$ cat src/rtl/line_refill_arbiter.sv
// Shares one line-wide memory read port between the I- and D-cache refill paths:
// round-robin grant, one outstanding transaction, response-timeout watchdog.
module line_refill_arbiter #(
    parameter int ADDR_WIDTH     = 32,
    parameter int LINE_BITS      = 512,
    parameter int TIMEOUT_CYCLES = 1024
) (
    input  logic                  clk,
    input  logic                  rst,
    input  logic                  i_req,
    input  logic [ADDR_WIDTH-1:0] i_addr,
    output logic [LINE_BITS-1:0]  i_data,
    output logic                  i_valid,
    input  logic                  d_req,
    input  logic [ADDR_WIDTH-1:0] d_addr,
    output logic [LINE_BITS-1:0]  d_data,
    output logic                  d_valid,
    output logic                  mem_req,
    output logic [ADDR_WIDTH-1:0] mem_addr,
    input  logic                  mem_ack,
    input  logic [LINE_BITS-1:0]  mem_rdata,
    input  logic                  mem_rvalid,
    output logic                  timeout_err
);
    localparam int OFF_W = $clog2(LINE_BITS / 8);
    localparam int TMR_W = $clog2(TIMEOUT_CYCLES);
    localparam logic [TMR_W-1:0] TMR_LAST = TMR_W'(TIMEOUT_CYCLES - 2);
    localparam logic [TMR_W-1:0] TMR_MAX  = TMR_W'(TIMEOUT_CYCLES - 1);
    localparam logic [ADDR_WIDTH-1:0] LINE_MASK = {{(ADDR_WIDTH - OFF_W){1'b1}}, {OFF_W{1'b0}}};
    localparam logic PORT_I = 1'b0;
    localparam logic PORT_D = 1'b1;

    typedef enum logic [1:0] {S_IDLE, S_ISSUE, S_WAIT, S_RESP} state_t;

    state_t                  state_q, state_d;
    logic                    last_grant_q, last_grant_d;
    logic                    grant_q, grant_d;
    logic [ADDR_WIDTH-1:0]   addr_q, addr_d;
    logic [TMR_W-1:0]        timer_q, timer_d;
    logic                    tmo_q, tmo_d;
    logic [LINE_BITS-1:0]    i_data_q, i_data_d;
    logic [LINE_BITS-1:0]    d_data_q, d_data_d;

    always_ff @(posedge clk or posedge rst) begin
        if (rst) begin
            state_q      <= S_IDLE;
            last_grant_q <= PORT_D;
            grant_q      <= PORT_I;
            addr_q       <= '0;
            timer_q      <= '0;
            tmo_q        <= 1'b0;
            i_data_q     <= '0;
            d_data_q     <= '0;
        end else begin
            state_q      <= state_d;
            last_grant_q <= last_grant_d;
            grant_q      <= grant_d;
            addr_q       <= addr_d;
            timer_q      <= timer_d;
            tmo_q        <= tmo_d;
            i_data_q     <= i_data_d;
            d_data_q     <= d_data_d;
        end
    end

    always_comb begin
        state_d      = state_q;
        last_grant_d = last_grant_q;
        grant_d      = grant_q;
        addr_d       = addr_q;
        timer_d      = timer_q;
        tmo_d        = tmo_q;
        i_data_d     = i_data_q;
        d_data_d     = d_data_q;
        case (state_q)
            S_IDLE: begin
                if (i_req || d_req) begin
                    // On a tie the port that did not win last time is served.
                    grant_d      = (i_req && d_req) ? ~last_grant_q : d_req;
                    addr_d       = (grant_d == PORT_D) ? d_addr : i_addr;
                    last_grant_d = grant_d;
                    tmo_d        = 1'b0;
                    state_d      = S_ISSUE;
                end
            end
            S_ISSUE: begin
                if (mem_ack) begin
                    timer_d = '0;
                    state_d = S_WAIT;
                end
            end
            S_WAIT: begin
                if (mem_rvalid) begin
                    if (grant_q == PORT_D) d_data_d = mem_rdata;
                    else                   i_data_d = mem_rdata;
                    state_d = S_RESP;
                end else if (timer_q == TMR_LAST) begin
                    // Expiry: the requester still gets its done pulse, with a zero line.
                    if (grant_q == PORT_D) d_data_d = '0;
                    else                   i_data_d = '0;
                    tmo_d   = 1'b1;
                    state_d = S_RESP;
                end else begin
                    timer_d = (timer_q == TMR_MAX) ? timer_q : timer_q + 1'b1;
                end
            end
            S_RESP: begin
                tmo_d   = 1'b0;
                state_d = S_IDLE;
            end
            default: state_d = S_IDLE;
        endcase
    end

    always_comb begin
        mem_req     = (state_q == S_ISSUE);
        mem_addr    = (state_q == S_ISSUE) ? (addr_q & LINE_MASK) : '0;
        i_valid     = (state_q == S_RESP) && (grant_q == PORT_I);
        d_valid     = (state_q == S_RESP) && (grant_q == PORT_D);
        timeout_err = (state_q == S_RESP) && tmo_q;
        i_data      = i_data_q;
        d_data      = d_data_q;
    end

endmodule

$ cat config.mk
export PLATFORM = sky130hd
export DESIGN_NAME = line_refill_arbiter
export DESIGN_NICKNAME = d
export VERILOG_FILES = /design/src/rtl/line_refill_arbiter.sv
export SDC_FILE = /design/constraint.sdc
export NUM_CORES = 2
export LEC_CHECK = 0
export BUFFER_PORTS_ARGS = -buffer_cell sky130_fd_sc_hd__buf_4
export CAP_MARGIN = 30
export CORE_AREA = 2 2 631 633
export CTS_CLUSTER_SIZE = 24
export DETAILED_ROUTE_END_ITERATION = 16
export DIE_AREA = 0 0 633 635
export PLACE_DENSITY = 0.3
export SYNTH_ARGS = -nofsm -noshare
export SYNTH_HDL_FRONTEND = slang
export SYNTH_SLANG_ARGS = --single-unit
$ cat constraint.sdc
create_clock -name clk -period 40.8 [get_ports clk]
set_clock_uncertainty 0.15 [all_clocks]
set_input_delay 6.12 -clock clk [delete_from_list [all_inputs] [get_ports clk]]
set_output_delay 6.12 -clock clk [all_outputs]
set_load 0.03 [all_outputs]
==> results.json <==
{
  "io_pins": 1642,
  "die_h_um": 635,
  "avgViaCountPerCell": 3.39,
  "cts_made_buffers": 152,
  "cts_tree": "yes",
  "netlist_top_cells_area": "dfrtp_1 70%, a22o_1 23%, buf_6 1.6%, clkbuf_1 1.3%, mux2i_1 0.68%",
  "p_leak_uw": 0.0297,
  "finalCritPeriodShare_pct": 22.9,
  "htreeDepth": 4,
  "nets": 4713,
  "tightestPinTransition_ps": 1280,
  "die_w_um": 633,
  "fmax_mhz": 107,
  "drt-pass1-iter-count": 7,
  "fin_crit_ps": 9360,
  "core_area_sq_um": 395000,
  "crit_path_max_fanout": 64,
  "insertion_delay_ps": 820,
  "post_drt_wl_per_cell_um": 33.0,
  "antenna_found_initial": 257,
  "rows": 231,
  "path_class": "in -> reg",
  "worstPathRequired_ps": 41410,
  "status": "finished, final reports clean",
  "max-cap-violations": 0,
  "drcViolationCount": 0,
  "yosysWarnings": 0,
  "routed_wl_um": 315000,
  "setup_tns_ps": 0,
  "setup_viol": 0,
  "ir_worst_vdd_v": 0.0000333,
  "dp_hpwl_um": 255000,
  "clock-sinks": 1065,
  "most-common-layout-cells": "1666 x buf_4, 1064 x dfrtp_1, 1027 x a22o_1",
  "grt_max_degree": 154,
  "clkTransAtPathRegs_ps": 50,
  "synth_edf_count": 0,
  "syn_area_per_cell_sq_um": 15.1,
  "total_power_uw": 6130,
  "area_delta_synth_final_pct": 61.0,
  "pwr_density_cell_nw_per_um2": 99.5,
  "ys.flop_type": "dfrtp_1",
  "drt_iter0_markers": 2271,
  "hold_viol": 0,
  "place_worst_setup_slack_ps": 30530,
  "synth_top_area_cell": "dfrtp_1",
  "cts_resized": 0,
  "cts_root_buf": "clkbuf_16",
  "slew_violations": 0,
  "routabilityCongestion": 0.862,
  "holdBufCountCts": 0,
  "ys_seq_elements": 1065,
  "grt_pass1_wl_um": 395000,
  "num_vias": 32400,
  "setup_ws_ps": 31440,
  "cts_setup_buffers": 0,
  "synth_area_sq_um": 38300,
  "ys_seq_area_share_pct": 69.6,
  "start_kind": "input port",
  "grt.total_usage_pct": 15.1,
  "dieArea_sq_um": 402000,
  "first_global_vias": 32700,
  "rsz0062_at_grt": "false",
  "ys_async_sr_fraction_pct": 100,
  "cp.arrival_ps": 9970,
  "synth.distinct_cells": 41,
  "grt-ovfl-total": 0,
  "critPathCaptureType": "flip-flop",
  "synth_cells": 2532,
  "clk_path_buf_depth": 4,
  "numPortBuffers": 1623,
  "detail-route-antenna-nets": 0,
  "start_util_pct": 9.70,
  "drive_gt1_share_pct": 45.4,
  "synth_top_area_share_pct": 69.5,
  "hp-class": "reg -> reg",
  "layout_commonest_cell": "buf_4",
  "max_slew_margin_pct": 14.9
}
[metal layers]
layer | global-route usage (%) | vias up | routed length [um]
met4 | 3.56 | 166 | 8540
li1 | - | 13100 | -
met3 | 9.15 | 616 | 42100
met2 | 25.2 | 1660 | 150000
met1 | 16.0 | 16800 | 113000
met5 | 0 | - | 1140
[cells by family after synthesis]
family                     Yosys count  share of synthesized area [%]
AOI/OAI and AO/OA                 1076                           24.3
adders and majority gates            7                          0.229
buffers and inverters              254                           3.77
DFF                               1065                           69.6
muxes                               28                          0.739
other                                1                        0.00979
and+or+nand+nor                    101                           1.39
[through the flow]
step / instance area (sq um) / util (%) / hold slack, ps / std cells
2_1_floorplan: 38300 / - / 292 / 2537
3_3_place_gp: 56100 / 14.2 / 318 / 9203
3_5_place_dp: 56200 / 14.2 / 318 / 9206
4_1_cts: 61300 / 15.5 / 330 / 9475
5_1_grt: 61500 / 15.6 / 342 / 9494
6_report: 61600 / 15.6 / 324 / 9546
[area by class of cell]
type                    count  area [sq um]
clock buffers             228          4510
repair buffers           1680         12800
multi-input cells        1218         10300
flip-flops and latches   1065         26700
fillers                 43900        333000
diodes                     65           163
inverters                   7          33.8
well taps                5242          6560
clock inverters            41           597
[cell usage after synthesis, types with 2 or more instances]
cell	n
buf_2	49
and2_1	29
a22o_1	1027
nor3_1	2
mux2_2	2
buf_1	3
a31oi_1	3
buf_6	54
ha_1	7
o32a_1	2
nand2b_1	6
nand4_1	2
buf_4	6
nor4b_1	2
nand2_1	37
or2_2	2
nand3_1	5
nor4_1	4
clkbuf_1	135
inv_1	7
a211o_1	4
dfrtp_1	1064
nor2_1	6
o211ai_1	2
mux2i_1	26
o21ai_0	31
[power breakdown]
group          switching [uW]  internal, uW
logic                    1860          1030
registers                 321          1540
clock network             561           826
total                    2740          3390
[worst max-delay path: stages]
cell and delay, ps:
buf_4 100, inv_1 100, nor2_4 310, buf_4 570, buf_4 630, buf_4 740, buf_4 840, a22o_1 270
[registers in the layout, summed over array words and instances (netlist names)]
signal        count
grant_q           1
addr_q           26
d_data          512
state_q           2
timer_q          10
i_data          512
tmo_q             1
last_grant_q      1
[worst paths after layout]
| check | from | endpoint | slack (ps) | cells after the start |
|---|---|---|---|---|
| worst min register to register | addr_q[11] | addr_q[11] | 320 | 2 |
| worst max-delay path | mem_rvalid | d_data[216] | 31440 | 8 |
| worst min-delay path | addr_q[11] | addr_q[11] | 320 | 2 |
| max in group asynchronous | rst | i_data[269] | 32000 | 6 |
| min in group asynchronous | rst | d_data[10] | 5210 | 2 |
| worst max register to register | state_q[0] | d_data[216] | 35580 | 9 |
(Power assumes the default switching activity.)
